==> src/rtl/pri_cpi_monitor.sv <==
// ---------------------------------------------------------------------------
// pri_cpi_monitor
//   Tracks radar PRI/CPI timing. It measures the clock count between PRI
//   starts, indexes PRIs within a CPI, strobes CPI completion, flips a
//   ping-pong buffer select per completed CPI, and raises sticky error flags
//   for period tolerance violations, wrong PRI counts and lost pulses.
//
// Ports
//   clk, rst           rising-edge clock, asynchronous active-high reset
//   i_Enable           monitor enable; low forces IDLE
//   i_PRI_p            single-cycle PRI start pulse
//   i_CPI_p            single-cycle CPI start pulse (also a PRI start)
//   i_PRI_Width        expected PRI period in clocks
//   i_CPI_Width        expected PRIs per CPI
//   i_Waveform_Type    waveform code, latched at CPI start
//   i_Err_Clr          clears the sticky error flags
//   o_PRI_Period       last measured PRI period
//   o_PRI_Valid        one-cycle strobe when o_PRI_Period updates
//   o_PRI_Index        0-based index of the current PRI within the CPI
//   o_First_PRI        high while o_PRI_Index==0 inside a CPI
//   o_CPI_Done         one-cycle strobe at CPI end
//   o_SRIO_Mem_Sel     ping-pong buffer select, toggles per completed CPI
//   o_Waveform_Type    waveform code captured at CPI start
//   o_PRI_Err          sticky: measured period outside PRI_TOL
//   o_CPI_Err          sticky: PRI count per CPI wrong
//   o_Timeout          sticky: period counter saturated inside a CPI
// ---------------------------------------------------------------------------
module pri_cpi_monitor #(
  parameter int PRI_TOL = 2
) (
  input  logic        clk,
  input  logic        rst,
  input  logic        i_Enable,
  input  logic        i_PRI_p,
  input  logic        i_CPI_p,
  input  logic [15:0] i_PRI_Width,
  input  logic [15:0] i_CPI_Width,
  input  logic [2:0]  i_Waveform_Type,
  input  logic        i_Err_Clr,
  output logic [15:0] o_PRI_Period,
  output logic        o_PRI_Valid,
  output logic [15:0] o_PRI_Index,
  output logic        o_First_PRI,
  output logic        o_CPI_Done,
  output logic        o_SRIO_Mem_Sel,
  output logic [2:0]  o_Waveform_Type,
  output logic        o_PRI_Err,
  output logic        o_CPI_Err,
  output logic        o_Timeout
);

  localparam int DATA_W = 16;
  localparam logic signed [DATA_W:0] TOL_S = (DATA_W+1)'(PRI_TOL);

  typedef enum logic [1:0] {IDLE, WAIT_CPI, IN_CPI} state_t;

  state_t state, state_nxt;

  logic [DATA_W-1:0] cnt;
  logic              cpi_start;   // CPI begins (from WAIT_CPI or restart)
  logic              cpi_end;     // CPI pulse while inside a CPI
  logic              pri_only;    // PRI pulse alone inside a CPI
  logic              timeout_ev;
  logic              meas;        // a PRI start that produces a measurement
  logic [DATA_W:0]   idx_inc;
  logic              idx_ovf;
  logic              cpi_mismatch;
  logic              pri_err_set;
  logic              cpi_err_set;

  // Saturating increment of the period counter.
  function automatic logic [DATA_W-1:0] sat_inc(input logic [DATA_W-1:0] v);
    return (v == '1) ? v : v + DATA_W'(1);
  endfunction

  // True when |meas - expv| exceeds the tolerance, using a 17-bit signed
  // difference so the full unsigned range of both operands is representable.
  function automatic logic tol_exceeded(input logic [DATA_W-1:0] meas_v,
                                        input logic [DATA_W-1:0] exp_v);
    logic signed [DATA_W:0] diff;
    logic signed [DATA_W:0] mag;
    diff = $signed({1'b0, meas_v}) - $signed({1'b0, exp_v});
    mag  = diff[DATA_W] ? -diff : diff;
    return mag > TOL_S;
  endfunction

  always_ff @(posedge clk or posedge rst) begin
    if (rst) state <= IDLE;
    else     state <= state_nxt;
  end

  // Next-state and event decode. A CPI pulse always wins over a coincident
  // PRI pulse, so both together count as a single CPI start.
  always_comb begin
    state_nxt  = state;
    cpi_start  = 1'b0;
    cpi_end    = 1'b0;
    pri_only   = 1'b0;
    timeout_ev = 1'b0;
    if (!i_Enable) begin
      state_nxt = IDLE;
    end else begin
      case (state)
        IDLE:     state_nxt = WAIT_CPI;
        WAIT_CPI: begin
          if (i_CPI_p) begin
            state_nxt = IN_CPI;
            cpi_start = 1'b1;
          end
        end
        IN_CPI: begin
          if (i_CPI_p) begin
            cpi_end   = 1'b1;
            cpi_start = 1'b1;
          end else if (i_PRI_p) begin
            pri_only  = 1'b1;
          end else if (cnt == '1) begin
            timeout_ev = 1'b1;
            state_nxt  = WAIT_CPI;
          end
        end
        default:  state_nxt = IDLE;
      endcase
    end
  end

  assign meas         = cpi_end | pri_only;
  assign idx_inc      = {1'b0, o_PRI_Index} + (DATA_W+1)'(1);
  assign idx_ovf      = idx_inc >= {1'b0, i_CPI_Width};
  assign cpi_mismatch = idx_inc != {1'b0, i_CPI_Width};
  assign pri_err_set  = meas && tol_exceeded(cnt, i_PRI_Width);
  assign cpi_err_set  = (pri_only && idx_ovf) || (cpi_end && cpi_mismatch);

  assign o_First_PRI  = (state == IN_CPI) && (o_PRI_Index == '0);

  // ---- stage: event decode -> registered counters, strobes and flags ----
  always_ff @(posedge clk or posedge rst) begin
    if (rst) begin
      cnt             <= '0;
      o_PRI_Period    <= '0;
      o_PRI_Valid     <= 1'b0;
      o_PRI_Index     <= '0;
      o_CPI_Done      <= 1'b0;
      o_SRIO_Mem_Sel  <= 1'b0;
      o_Waveform_Type <= '0;
      o_PRI_Err       <= 1'b0;
      o_CPI_Err       <= 1'b0;
      o_Timeout       <= 1'b0;
    end else begin
      o_PRI_Valid <= meas;
      o_CPI_Done  <= cpi_end;

      if (meas) o_PRI_Period <= cnt;

      // Counter reads 1 the cycle after a start so that N-clock spacing
      // measures N; it only runs inside a CPI.
      if (!i_Enable || state == IDLE)   cnt <= '0;
      else if (cpi_start || pri_only)   cnt <= DATA_W'(1);
      else if (state == IN_CPI)         cnt <= sat_inc(cnt);
      else                              cnt <= '0;

      if (!i_Enable || cpi_start)       o_PRI_Index <= '0;
      else if (pri_only && !idx_ovf)    o_PRI_Index <= idx_inc[DATA_W-1:0];

      if (cpi_end)   o_SRIO_Mem_Sel  <= ~o_SRIO_Mem_Sel;
      if (cpi_start) o_Waveform_Type <= i_Waveform_Type;

      // Sticky flags: a set in the same cycle as a clear wins.
      if (pri_err_set)    o_PRI_Err <= 1'b1;
      else if (i_Err_Clr) o_PRI_Err <= 1'b0;

      if (cpi_err_set)    o_CPI_Err <= 1'b1;
      else if (i_Err_Clr) o_CPI_Err <= 1'b0;

      if (timeout_ev)     o_Timeout <= 1'b1;
      else if (i_Err_Clr) o_Timeout <= 1'b0;
    end
  end

endmodule

==> config.mk <==
export PLATFORM = sky130hd
export DESIGN_NAME = pri_cpi_monitor
export DESIGN_NICKNAME = d
export VERILOG_FILES = /design/src/rtl/pri_cpi_monitor.sv
export SDC_FILE = /design/constraint.sdc
export NUM_CORES = 1
export LEC_CHECK = 0
export BUFFER_PORTS_ARGS = -buffer_cell sky130_fd_sc_hd__buf_2
export CORE_ASPECT_RATIO = 0.8
export CORE_UTILIZATION = 31
export DETAILED_ROUTE_END_ITERATION = 10
export PLACE_DENSITY_LB_ADDON = 0.3
export RECOVER_POWER = 25
export SYNTH_ARGS = -nofsm -noshare
export SYNTH_HDL_FRONTEND = slang
export SYNTH_SLANG_ARGS = --single-unit
==> constraint.sdc <==
create_clock -name clk -period 3.6 [get_ports clk]
set_clock_uncertainty 0.15 [all_clocks]
set_input_delay 0.36 -clock clk [delete_from_list [all_inputs] [get_ports clk]]
set_output_delay 0.36 -clock clk [all_outputs]
set_load 0.01 [all_outputs]
[Yosys cells after proc, flatten, opt, wreduce, memory -nomap -nowiden]
Cells that the tools add are included.
Word-level totals
  logic and storage cells: 78
  output and inout port bits: 42
  register bits after elaboration: 59
  bits of input ports: 41
Operators by class
  multiplexer cells: 31
  order comparisons: 2
  bitwise logic cells: 2
  eq/ne operators: 9
  reductions and logical operators: 19
  add/subtract/negate cells: 4
Operators by type and width (count)
  $mux W16: 6
  $mux W1: 18
  $add A16 B1 Y17 const B: 1
  $ge A17 B16 Y1: 1
  $gt A17 B3 Y1 const B: 1
  $mux W17: 1
  $ne A17 B16 Y1: 1
  $neg A17 Y17: 1
  $sub A16 B16 Y17: 1
  $add A16 B1 Y16 const B: 1
  $eq A16 B16 Y1 const B: 1
  $logic_not A16 Y1: 1
  $mux W2: 5
  $ne A3 B3 Y1 const B: 3
  $reduce_bool A2 Y1: 4
  $pmux W2 S3: 1
  $logic_and A1 B1 Y1: 5
  $logic_or A1 B1 Y1: 4
  $ne A4 B4 Y1 const B: 1
  $reduce_and A4 Y1: 1
  $ne A3 B2 Y1 const B: 1
  $eq A2 B1 Y1 const B: 1
  $eq A2 B2 Y1 const B: 1
  $logic_not A1 Y1: 2
  4 further kinds: 4

[Longest topological paths before layout]
  word-level depth: 7
  depth in mapped cells: 16
  depth with buffers taken out: 14

[Worst setup path before layout]
Ideal clock, no wire load.
  path kind: register to register
  start point: register o_PRI_Index[2]
  end point: register o_PRI_Index[6]
  period minus slack after synthesis: 3.527 ns
  arrival time: 3.250 ns
  cell stages (with the launch flop): 17
  path buffers: 2
  library setup time: 0.127 ns
  setup slack: 0.073 ns
  data required time: 3.323 ns
  cell sequence: dfrtp_1 > and3_1 > and3_1 > nand2_1 > nor2_1 > and2_1 > xor2_1 > ha_1 > nand4_1 > nor4_1 > or3_1 > or3_1 > o21ai_1 > nand2b_1 > buf_2 > buf_6 > mux2_1
Between the ends
  cells in the longest elaborated chain, start to end: 5
  elaborated cells on any way between the ends: 7
  classes of those cells: add/sub: 1; order compare: 1; mux: 2; reduce/logical: 3
Ends and longest elaborated chain
  start: declaration: line 42  | output logic [15:0] o_PRI_Index,
  start signal: assignment: line 163  | else if (pri_only && !idx_ovf) o_PRI_Index <= idx_inc[DATA_W-1:0];
  $add A16 B1 Y17 (*): line 128  | assign idx_inc = {1'b0, o_PRI_Index} + (DATA_W+1)'(1);
  $ge A17 B16 Y1: line 129  | assign idx_ovf = idx_inc >= {1'b0, i_CPI_Width};
  $logic_not A1 Y1: line 163
  $logic_and A1 B1 Y1: line 163
  $reduce_bool A2 Y1 (no line)
Mark *: on every way between the ends. The rest lies on a longest branch, timed or not. The select of a mux whose other input is x is not followed.
A chain may end at the register's enable or synchronous reset.

[Worst setup path in the final report]
  start point: register o_PRI_Index[1]
  end point: register o_PRI_Index[6]
The elaborated chain is that of the path after synthesis.

==> impl_metrics.yaml <==
outcome:
  status: "finished, violations left"
  violations: "max-capacitance violations, max-slew violations"
logic_synthesis:
  synth_area_leaders: "dfrtp_1, ha_1, nand2_1"
  synth-seq-cells: 59
  synth_warnings: 0
  synth_area_per_cell_sq_um: 8.41
  yosysSeqAreaShare: 0.311
  async_flop_share: 1.00
  netlist.area_leader.share: 0.311
  postSynthCellCount: 564
  syn_area_sq_um: 4740
  synth.distinct_cells: 66
  ys.flop_type: "dfrtp_1"
  synth-edff-count: 0
  syn_nets: 646
  yosys.area.top_type: "dfrtp_1"
critical_path:
  path_class: "reg2reg"
  worstPathArrival_ps: 3640
  cpPeakStageDelay_ps: 380
  crit_family: "simple AND/OR/NAND/NOR gates"
  path_max_fanout: 16
  crit_buf_inv: 2
  crit_chain: "ha_2, and3_4, inv_1, nor2_2, nand4_1, xnor2_2, ha_4, nand4_1, nor4_1, or3_1, or3_1, o21ai_2, nand2b_1, buf_12, mux2_1"
  worst_setup_path_start_kind: "flip-flop"
  slowest_stage: "dfrtp_1"
  crit_path_end_kind: "flip-flop"
  worstPathRequired_ps: 3650
pwr:
  p_clk_frac: 0.451
  combPwrFrac: 0.179
  p_sw_frac: 0.264
  internal-power_mw: 1.43
  switching_power_mw: 0.511
  leakage_nw: 3.16
  peakVddDrop_v: 0.000291
  pwr_density_cell_nw_per_um2: 319
  seqPwrFrac: 0.370
clock_network:
  cts_inserted_buffers: 9
  cts_tree: "done"
  clk_pin_slew_worst_paths_ps: 50
  clockBufferDepth: 2
  clock-root-buffer: "clkbuf_16"
  h-tree-depth: 3
  cts.sinks: 59
  clk_latency_ps: 320
  ctsHoldBuffers: 0
place:
  place.detailed.hpwl_microns: 10600
  place.gp.congestion: 0.891
  numPortBuffers: 82
  dp_cells: 855
  placed_area_sq_um: 5610
  place_ws_ps: -43.6
route:
  wl_met3_microns: 527
  wire_per_inst_microns: 15.4
  drtPass1Iterations: 4
  route.detailed.drc: 0
  antenna_left: 0
  vias: 4525
  drt_iter0_drc: 234
  highest_layer: "met5"
  wl_met2_microns: 6030
  wl_microns: 13400
  via_per_inst: 5.20
  drt-met1-wl_microns: 6660
timing:
  fmax_mhz: 279
  max_slew_margin: -0.168
  hold_ws_ps: 135
  finalMaxSlewViolations: 45
  timing.final.crit_share: 0.997
  fin_crit_ps: 3590
  setup_ws_ps: 10.1
  worst_pin_slew_ps: 1750
  finalHoldViolCount: 0
  finalSetupViolCount: 0
  rsz0062_at_grt: "true"
final_layout:
  fin_nets: 761
  syn_to_final_growth_pct: 27.9
  finalInstanceArea_sq_um: 6070
  fin_cells: 871
  final_layout_size_suffix_gt1_frac: 0.273
  antenna-diode-count: 0
  post-route-util: 0.405
floorplanning:
  initial_core_util: 0.317
  die_h_microns: 113
  ios: 83
  die_w_microns: 140
  rows: 40
  design.core.area_sq_um: 15000
  die-area_sq_um: 15800
global_route:
  overflow: 0
  grt_usage: 0.172
  grt_pass1_vias: 4316
  grt_pass1_wl_microns: 21500
  grt_max_degree: 45
  antenna_found_initial: 1
worst_hold_path:
  hold_path.class: "in2reg"
flow_run:
  max-cap-violations: 1
## Yosys cell counts (3+ instances only)
library cell  number
nor4_1             9
nand2b_1           8
and4_1             4
ha_1              40
a31oi_1            4
nor2_1            39
o21ai_0           22
buf_2              4
o32ai_1            3
dfrtp_1           59
nor3b_1            4
mux2i_1            4
xnor2_1           15
o21ai_1            3
nor2b_1           10
and3_1            22
nand4_1            9
inv_1             47
a21oi_1           22
clkbuf_1          12
mux2_2            15
nand2_1           79
xor2_1            22
nand3_1           22
o211ai_1           3
o21a_1             8
and2_1             4
or2_2              3
nor4b_1            4
or3_1              7
a21o_1             6
nor3_1             7
## stage by stage
step                      TNS, ps  total power, mW
after global routing         -654             2.04
after global placement      -26.6             1.06
after CTS                       0             1.94
final                           0             1.94
after detailed placement    -43.6             1.07
after floorplan                 0            0.941
## final timing paths
kind	start	endpoint	slack, ps	depth (start not counted)
max	o_PRI_Index[1]	o_PRI_Index[6]	10	15
min	i_Waveform_Type[0]	o_Waveform_Type[0]	140	2
max reg2reg	o_PRI_Index[1]	o_PRI_Index[6]	10	15
min reg2reg	o_SRIO_Mem_Sel	o_SRIO_Mem_Sel	320	1
max in group asynchronous	rst	state[0]	1800	3
min in group asynchronous	rst	cnt[4]	440	2
## state kept, by name, indices dropped and copies added, names as in the netlist
signal / flops
o_SRIO_Mem_Sel: 1
o_PRI_Valid: 1
o_PRI_Period: 16
state: 2
o_Waveform_Type: 3
o_CPI_Err: 1
cnt: 16
o_CPI_Done: 1
o_PRI_Err: 1
o_PRI_Index: 16
o_Timeout: 1
## placed cells by master (no fill, tap or decap), drive strengths merged, types with 3 or more instances in the layout
| cell type | n |
|---|---|
| buf | 122 |
| nand2 | 79 |
| dfrtp | 59 |
| inv | 47 |
| ha | 40 |
| nor2 | 39 |
| o21ai | 25 |
| and3 | 23 |
| a21oi | 22 |
| nand3 | 22 |
| xor2 | 22 |
| mux2 | 17 |
| xnor2 | 15 |
| clkbuf | 12 |
| nor4 | 11 |
| nor2b | 10 |
| nand4 | 9 |
| nand2b | 8 |
| o21a | 8 |
| or3 | 7 |
| nor3 | 7 |
| a21o | 6 |
| nor3b | 4 |
| a31oi | 4 |
| mux2i | 4 |
| and4 | 4 |
| and2 | 4 |
| or2 | 4 |
| nor4b | 4 |
| a211oi | 4 |
| o211ai | 3 |
| o32ai | 3 |
## what timing repair did
item,in CTS,in global routing
hold endpoints to repair,0,0
endpoints found under the setup margin,1,17
pin swaps,0,8
resized for setup,1,27
buffers inserted,0,2
## power by group through the flow
stage | Sequential, mW | Combinational [mW] | Clock, mW
2_1_floorplan | 0.740 | 0.201 | 0
4_1_cts | 0.716 | 0.340 | 0.888
3_3_place_gp | 0.725 | 0.330 | 0
5_1_grt | 0.720 | 0.388 | 0.927
6_report | 0.717 | 0.347 | 0.873
3_5_place_dp | 0.728 | 0.338 | 0
## routing by layer
metal | up-vias | global-route usage
met5 | - | 0
met2 | 90 | 0.267
met1 | 2185 | 0.242
met4 | 2 | 0.0440
li1 | 2228 | -
met3 | 20 | 0.0354
## cells by family after synthesis
kind of cell,Yosys count,share of synthesized area
flip-flops,59,0.311
AO/OA/AOI/OAI,100,0.147
buffers and inverters,65,0.0541
multiplexers,21,0.0488
XOR/XNOR,37,0.0684
adder cells (fa/ha/maj),41,0.110
AND/OR/NAND/NOR,241,0.261
## area by class of cell
type	instances	area, sq um
sequential	59	1480
fill	1497	8900
clock buffer	12	267
clock inverter	2	35.0
tap	189	236
inverter	47	176
multi-input combinational	440	3150
timing repair buffer	122	723
No activity file was read; power rests on OpenSTA's default activity.
